===== config.mk =====
export PLATFORM = sky130hd
export DESIGN_NAME = multiplier_8bits_seq_4x4
export DESIGN_NICKNAME = d
export VERILOG_FILES = /design/src/rtl/mul_seq_pkg.sv /design/src/rtl/multiplier_4bits_version12.sv /design/src/rtl/multiplier_8bits_seq_4x4.sv
export SDC_FILE = /design/constraint.sdc
export NUM_CORES = 1
export LEC_CHECK = 0
export CAP_MARGIN = 20
export CORE_AREA = 2 2 79 81
export DETAILED_ROUTE_END_ITERATION = 10
export DIE_AREA = 0 0 81 83
export PLACE_DENSITY = 0.75
export SYNTH_ARGS = -nofsm -noshare
export SYNTH_HDL_FRONTEND = slang
export SYNTH_SLANG_ARGS = --single-unit

===== constraint.sdc =====
create_clock -name clk -period 4.6 [get_ports clk]
set_clock_uncertainty 0.2 [all_clocks]
set_input_delay 0.69 -clock clk [delete_from_list [all_inputs] [get_ports clk]]
set_output_delay 0.69 -clock clk [all_outputs]
set_load 0.03 [all_outputs]

===== src/rtl/mul_seq_pkg.sv =====
// Shared widths, FSM state type and step-to-shift helper for the iterative 8x8 multiplier.
package mul_seq_pkg;

    localparam int unsigned STEP_W = 2;
    localparam int unsigned NIB_W  = 4;
    localparam int unsigned OP_W   = 8;
    localparam int unsigned P_W    = 16;
    localparam int unsigned SH_W   = 4;

    typedef enum logic [1:0] {
        IDLE = 2'd0,
        CALC = 2'd1,
        DONE = 2'd2
    } state_e;

    // Shift applied to a nibble product: 4*(k[1]+k[0]); the 2-bit sum sits above two zero bits.
    function automatic logic [SH_W-1:0] shift_amt(input logic [STEP_W-1:0] step);
        return {step[1] & step[0], step[1] ^ step[0], 2'b00};
    endfunction

endpackage


===== src/rtl/multiplier_4bits_version12.sv =====
// 4x4 unsigned combinational multiplier core, time-shared by the sequential 8x8 wrapper.
module multiplier_4bits_version12
    import mul_seq_pkg::*;
(
    input  logic [NIB_W-1:0] a_i,
    input  logic [NIB_W-1:0] b_i,
    output logic [OP_W-1:0]  p_o
);

    // Zero-extend both nibbles so the product is formed at full 8-bit width.
    assign p_o = {4'b0000, a_i} * {4'b0000, b_i};

endmodule


===== src/rtl/multiplier_8bits_seq_4x4.sv =====
// Iterative 8x8 unsigned multiplier: four nibble-pair products from one 4x4 core, shift-added
// into a 16-bit accumulator, with valid/ready handshakes on operands and result.
module multiplier_8bits_seq_4x4
    import mul_seq_pkg::*;
#(
    parameter bit REG_CORE_OUT = 1'b0
) (
    input  logic            clk,
    input  logic            rst_n,
    input  logic            in_valid,
    output logic            in_ready,
    input  logic [OP_W-1:0] in_a,
    input  logic [OP_W-1:0] in_b,
    output logic            out_valid,
    input  logic            out_ready,
    output logic [P_W-1:0]  out_p,
    output logic            busy
);

    state_e              state_q, state_d;
    logic [STEP_W-1:0]   step_q, step_d;
    logic                iss_done_q, iss_done_d;
    logic [OP_W-1:0]     a_q, a_d;
    logic [OP_W-1:0]     b_q, b_d;
    logic [P_W-1:0]      acc_q, acc_d;
    logic                out_valid_q, out_valid_d;
    logic                busy_q, busy_d;

    logic [NIB_W-1:0]    a_nib, b_nib;
    logic [OP_W-1:0]     core_p;
    logic                issue;
    logic                accept;
    logic                add_en;
    logic [OP_W-1:0]     add_prod;
    logic [STEP_W-1:0]   add_step;

    // Operand handshake: ready in IDLE, or in DONE when the result is being taken this cycle.
    assign in_ready  = (state_q == IDLE) || ((state_q == DONE) && out_ready);
    assign accept    = in_valid && in_ready;
    assign out_valid = out_valid_q;
    assign out_p     = acc_q;
    assign busy      = busy_q;

    // A new nibble pair is fed to the core each CALC cycle until all four have been issued.
    assign issue = (state_q == CALC) && !iss_done_q;

    // Nibble muxes: step bit 1 selects the a nibble, step bit 0 the b nibble.
    assign a_nib = step_q[1] ? a_q[7:4] : a_q[3:0];
    assign b_nib = step_q[0] ? b_q[7:4] : b_q[3:0];

    multiplier_4bits_version12 u_core (
        .a_i (a_nib),
        .b_i (b_nib),
        .p_o (core_p)
    );

    generate
        if (REG_CORE_OUT) begin : g_core_reg
            logic [OP_W-1:0]   prod_q;
            logic [STEP_W-1:0] pstep_q;
            logic              pv_q;

            // Pipeline the core product and its step tag; the add happens one edge later.
            always_ff @(posedge clk or negedge rst_n) begin
                if (!rst_n) begin
                    prod_q  <= '0;
                    pstep_q <= '0;
                    pv_q    <= 1'b0;
                end else begin
                    prod_q  <= core_p;
                    pstep_q <= step_q;
                    pv_q    <= issue;
                end
            end

            assign add_en   = pv_q;
            assign add_prod = prod_q;
            assign add_step = pstep_q;
        end else begin : g_core_comb
            assign add_en   = issue;
            assign add_prod = core_p;
            assign add_step = step_q;
        end
    endgenerate

    // Next-state, accumulate and handshake logic.
    always_comb begin
        state_d     = state_q;
        step_d      = step_q;
        iss_done_d  = iss_done_q;
        a_d         = a_q;
        b_d         = b_q;
        acc_d       = acc_q;
        out_valid_d = out_valid_q;

        if (add_en) begin
            acc_d = acc_q + (P_W'(add_prod) << shift_amt(add_step));
        end

        if (issue) begin
            step_d = step_q + STEP_W'(1);
            if (step_q == STEP_W'(3)) begin
                iss_done_d = 1'b1;
            end
        end

        case (state_q)
            IDLE: ;
            CALC: begin
                if (add_en && (add_step == STEP_W'(3))) begin
                    state_d     = DONE;
                    out_valid_d = 1'b1;
                end
            end
            DONE: begin
                if (out_ready) begin
                    state_d     = IDLE;
                    out_valid_d = 1'b0;
                end
            end
            default: state_d = IDLE;
        endcase

        // Accept (from IDLE or back-to-back from DONE) overrides: latch operands, restart.
        if (accept) begin
            state_d     = CALC;
            step_d      = '0;
            iss_done_d  = 1'b0;
            a_d         = in_a;
            b_d         = in_b;
            acc_d       = '0;
            out_valid_d = 1'b0;
        end

        busy_d = (state_d == CALC);
    end

    // State and datapath registers.
    always_ff @(posedge clk or negedge rst_n) begin
        if (!rst_n) begin
            state_q     <= IDLE;
            step_q      <= '0;
            iss_done_q  <= 1'b0;
            a_q         <= '0;
            b_q         <= '0;
            acc_q       <= '0;
            out_valid_q <= 1'b0;
            busy_q      <= 1'b0;
        end else begin
            state_q     <= state_d;
            step_q      <= step_d;
            iss_done_q  <= iss_done_d;
            a_q         <= a_d;
            b_q         <= b_d;
            acc_q       <= acc_d;
            out_valid_q <= out_valid_d;
            busy_q      <= busy_d;
        end
    end

endmodule


* Word level (Yosys, flattened, before mapping)
Index checks and enable logic that the tools add are counted.
Word-level totals: RAM bits 0, latch bits 0, flip-flop bits (word level) 39, bits of input ports 20, memories 0, memory bits (read-only) 0, output and inout bits 19
Operators by class: mux-type cells 17, bitwise gates (word level) 2, $lt $le $gt $ge 0, div/mod/pow operators 0, reductions and logical operators 12, $mul 1, shift-type cells 1, $add $sub $neg 2, equality and inequality tests 6
Operators with widths (count):
- 16-bit two-way mux | 2
- 16-bit adder | 1
- 8-bit by 4-bit << shifter with 16-bit output | 1
- 2-bit two-way mux | 5
- 4-bit by 4-bit multiplier with 8-bit output | 1
- 4-bit two-way mux | 2
- 1-bit two-way mux | 6
- 2-bit one-hot mux with 3 select lines | 1
- 2-bit by 1-bit equality test with 1-bit output (second input constant) | 2
- 2-bit equality test (second input constant) | 2
- 1-bit logical AND | 4
- 2-bit nonzero test | 2
- 3-bit by 2-bit inequality test with 1-bit output (second input constant) | 1
- 3-bit inequality test (second input constant) | 1
- 3-bit AND reduction | 1
- 3-bit nonzero test | 1
- 2-bit by 1-bit adder with 2-bit output (second input constant) | 1
- 2-bit logical NOT | 1
- 1-bit one-hot mux with 2 select lines | 1
- 2-bit AND reduction | 1
- 1-bit bitwise AND | 1
- 1-bit logical NOT | 1
- 1-bit logical OR | 1
- 1-bit XOR | 1

* Logic depth before layout (Yosys ltp)
word-level depth 7, depth in mapped cells 22

* By module
A second synthesis with hierarchy kept.
Unflattened totals: cell total of the unflattened synthesis 331, area, all modules 2895.3 um2
Modules (own cells, without submodules):
- multiplier_8bits_seq_4x4 | instances 1, cells each 280, area each 2431.1 um2
- multiplier_4bits_version12 | instances 1, cells each 51, area each 464.2 um2

* Worst setup path before layout
OpenSTA, ideal clock, no wires.
path type register to register, from register step_q[0], in the netlist add_step[0], to register acc_q[15], in the netlist out_p[15], path slack -0.404 ns, data required time 4.326 ns, cell stages (with the launch flop) 23, arrival time 4.730 ns, setup time 0.074 ns, clock period less this slack 5.004 ns, path through dfrtp_1 > buf_2 > mux2i_1 > or2_2 > fa_1 > inv_1 > fa_1 > inv_1 > fa_1 > inv_1 > a21o_1 > a21oi_1 > xnor2_1 > mux2i_1 > nor2_1 > ha_1 > nand2_1 > o211ai_1 > a21oi_2 > o31ai_1 > xor2_1 > or3_2 > o21ai_2
Between the ends: word-level cells in the longest chain between the ends 6, elaborated cells on any way between the ends 8, classes of those cells add/sub (1); mul (1); shift (1); mux (3); bitwise (2)
RTL lines:
- start: declaration | line multiplier_8bits_seq_4x4.sv:21 | logic [STEP_W-1:0] step_q, step_d;
- start signal: assignment | line multiplier_8bits_seq_4x4.sv:151 | step_q <= step_d;
- 4-bit two-way mux | line multiplier_8bits_seq_4x4.sv:49 | assign b_nib = step_q[0] ? b_q[7:4] : b_q[3:0];
- 4-bit by 4-bit multiplier with 8-bit output | line multiplier_4bits_version12.sv:11 | assign p_o = {4'b0000, a_i} * {4'b0000, b_i};
- 8-bit by 4-bit << shifter with 16-bit output (*) | line multiplier_8bits_seq_4x4.sv:97 | acc_d = acc_q + (P_W'(add_prod) << shift_amt(add_step));
- 16-bit adder (*) | line multiplier_8bits_seq_4x4.sv:97
- 16-bit two-way mux (*) | line multiplier_8bits_seq_4x4.sv:96 | if (add_en) begin
- 16-bit two-way mux (*) | line multiplier_8bits_seq_4x4.sv:125 | if (accept) begin
- end signal: assignment | line multiplier_8bits_seq_4x4.sv:146 | acc_q <= '0;
- end signal: assignment | line multiplier_8bits_seq_4x4.sv:155 | acc_q <= acc_d;
- end: declaration | line multiplier_8bits_seq_4x4.sv:25 | logic [P_W-1:0] acc_q, acc_d;
Mark *: on every way between the ends. The rest lies on a longest branch, timed or not. The select of a mux whose other input is x is not followed. A chain may end at the register's enable or synchronous reset.

* Worst setup path in the final report
Ends and elaborated chain as after synthesis.

==> summary.md <==
| Metric | Value |
|---|---|
| Vias per cell | `5.53` |
| Leading cell type in the layout, fill and taps excluded | `buf_4` |
| Max-cap violation count | `0` |
| Max_slew headroom | `41.5%` |
| CTS Buf Count | `5` |
| Root Buffer | `clkbuf_8` |
| Final WL | `between 7 and 8 mm` |
| Largest net degree at the start of global routing | `40` |
| Worst Hold Launch | `out_valid` |
| CTS tree | `yes` |
| Layout cell share with drive strength beyond 1 | `about a third` |
| Core area | `about 5800 sq um` |
| Final worst slack | `-0.428 ns` |
| First-pass GRT wire length | `roughly 12 mm` |
| Tcrit/Tclk final | `109%` |
| Wire per inst | `~16 microns` |
| CTS max path bufs | `2` |
| Synthesized area | `about 2800 sq um` |
| CP Capture Type | `register` |
| Layout Nets | `between 400 and 500` |
| Startpoint Class | `register` |
| DRT Pass-1 Iters | `4` |
| DP Area | `around 3600 sq um` |
| Worst-Skew Late Latency | `0.30 ns` |
| Avg Inst Size Synth | `~9.5 sq um` |
| Synth-to-layout area growth | `42.3%` |
| Mapped Cells | `300` |
| Total gr overflow | `0` |
| Number of warnings issued by yosys | `0` |
| Worst-path clk slew | `approximately 0.080 ns` |
| RSZ-0062 raised after global routing | `yes` |
| Max frequency | `roughly 0.20 GHz` |
| Slowest CP cell | `fa_1` |
| Slew Viols, Final | `0` |
| Hold Fails Final Rpt | `0` |
| Die height | `83 microns` |
| DR vias | `roughly 2600` |
| H-tree level count | `2` |
| Hold Buf Count CTS | `0` |
| Slew @ Worst Pin | `~0.9 ns` |
| Setup Crit Path Kind | `register to register` |
| Reg-to-reg startpoint | `add_step[0]` |
| Status | `finished with violations` |
| Most frequent cells in the layout | `buf_4, dfrtp_1, clkdlybuf4s50_1, nand2_1, ha_1` |
| Ports | `39` |
| Net Count, Synth | `around 350` |
| Setup crit start | `add_step[0]` |
| GRT Overall Usage | `23.1%` |
| Vias in the first global route | `about 2600` |
| Antenna violations before repair | `0` |
| Arrival time at the worst endpoint | `5.06 ns` |
| Synthesis-stage register bit count | `39` |
| Distinct cells, synth | `47` |
| Crit-path cells | `mux2i_2 -> or2_4 -> fa_1 -> inv_1 -> fa_1 -> inv_1 -> fa_2 -> buf_4 -> xor2_2 -> mux2_2 -> nor2b_1 -> ha_1 -> a21oi_2 -> o21ai_0 -> a31oi_2 -> o31ai_4 -> xor2_1 -> or3_4 -> o21ai_2` |
| Iteration-0 DRC Markers | `203` |
| Crit path time final | `approximately 5.0 ns` |
| CTS sink count | `39` |
| Die width | `a little over 80 microns` |
| Post-synth EDFFs | `0` |
| Crit path max fanout | `4` |
| Antenna diode count | `0` |
| Final setup fails | `9` |
| Crit path required time | `roughly 4.6 ns` |
| Ys flop type | `dfrtp_1` |
| Hpwl dp | `5.37 mm` |
| Post-route ant nets | `0` |
| Hold Crit Class | `register to register` |
| Post-synthesis sequential area ratio | `between 30% and 40%` |
| CP peak stage delay | `around 0.53 ns` |
| Rows | `28` |
| Hold WS | `0.295 ns` |
| Failing checks | `setup timing` |
| I/O Buffers | `38` |
| Routability congestion estimate | `around 0.87` |
| DRC errors left | `0` |
| Die area | `slightly below 7000 sq um` |
| Initial Utilization | `about half` |
| Synth async-reset ratio | `100%` |
| Cell area after layout | `4050 sq um` |
-- routing by layer --
metal  vias up  track usage (%)  wire length [microns]
met5         -                0                      0
met4         0             8.47                    228
met3        23             3.37                    307
met2        75             37.0                   3820
met1      1223             31.4                   3260
li1       1238                -                      -
-- path summary, 6_finish.rpt --
path,end,slack [ns],cells past startpoint
max,out_p[15],-0.43,19
min,out_valid,0.29,2
max reg2reg,out_p[15],-0.43,19
min reg2reg,out_valid,0.29,2
max in group asynchronous,add_step[0],3.28,1
min in group asynchronous,out_p[8],0.30,1
-- critical path, delay by kind of cell (launching register included) --
kind	cells	cell delay, ns
multiplexers	2	0.48
AND/OR/NAND/NOR	3	0.74
flip-flops	1	0.46
XOR/XNOR	2	0.34
AO/OA/AOI/OAI	5	0.80
adder cells (fa/ha/maj)	4	1.69
buffers and inverters	3	0.27
-- timing repair --
| item | in CTS | in global routing |
|---|---|---|
| buffers inserted | 7 | 3 |
| pin swaps | 27 | 22 |
| setup endpoints to repair | 10 | 11 |
| resized for setup | 28 | 21 |
-- synthesized netlist by cell type (5+ instances only) --
library cell | count | area [sq um]
a21o_1 | 8 | 60.1
a21oi_1 | 16 | 80.1
clkbuf_1 | 5 | 18.8
dfrtp_1 | 39 | 976
fa_1 | 5 | 100
ha_1 | 28 | 350
inv_1 | 12 | 45.0
mux2_2 | 18 | 203
mux2i_1 | 11 | 110
nand2_1 | 35 | 131
nand3_1 | 6 | 30.0
nor2_1 | 24 | 90.1
nor2b_1 | 8 | 50.1
o21ai_0 | 11 | 55.1
o22ai_1 | 9 | 56.3
xnor2_1 | 7 | 61.3
xor2_1 | 6 | 52.6
-- sequential cells by signal, summed over array words and instances, names as in the netlist --
signal / cells
a_q: 8
add_step: 2
b_q: 8
busy: 1
iss_done_q: 1
out_p: 16
out_valid: 1
state_q: 2
-- area by class of cell --
type                       instances  area (sq um)
sequential                        39           978
clock buffer                       5          68.8
multi-input combinational        238          2020
clock inverter                     3          43.8
inverter                          12          45.0
fill                             444          1770
tap                               75          93.8
timing repair buffer              91           792
-- cell families after synthesis --
group	Yosys count	share of synthesized area, %
adders and majority gates	33	15.8
xor gates and xnor gates	13	4.00
and+or+nand+nor	96	16.2
AOI/OAI and AO/OA	67	15.3
buffers and inverters	23	3.34
muxes	29	11.0
DFF	39	34.3
-- metrics by stage --
step	util, %	setup WS, ns	TNS [ns]	cells
final	69.6	-0.428	-2.29	463
after floorplan	-	-0.201	-0.681	300
after global placement	62.0	-0.374	-1.96	444
after CTS	67.0	-0.387	-2.85	459
after detailed placement	62.0	-0.454	-2.78	444
after global routing	69.6	-0.532	-4.12	463
Power is not shown: default switching activity piles up to over one toggle a cycle in this logic, so the estimate is an artifact.
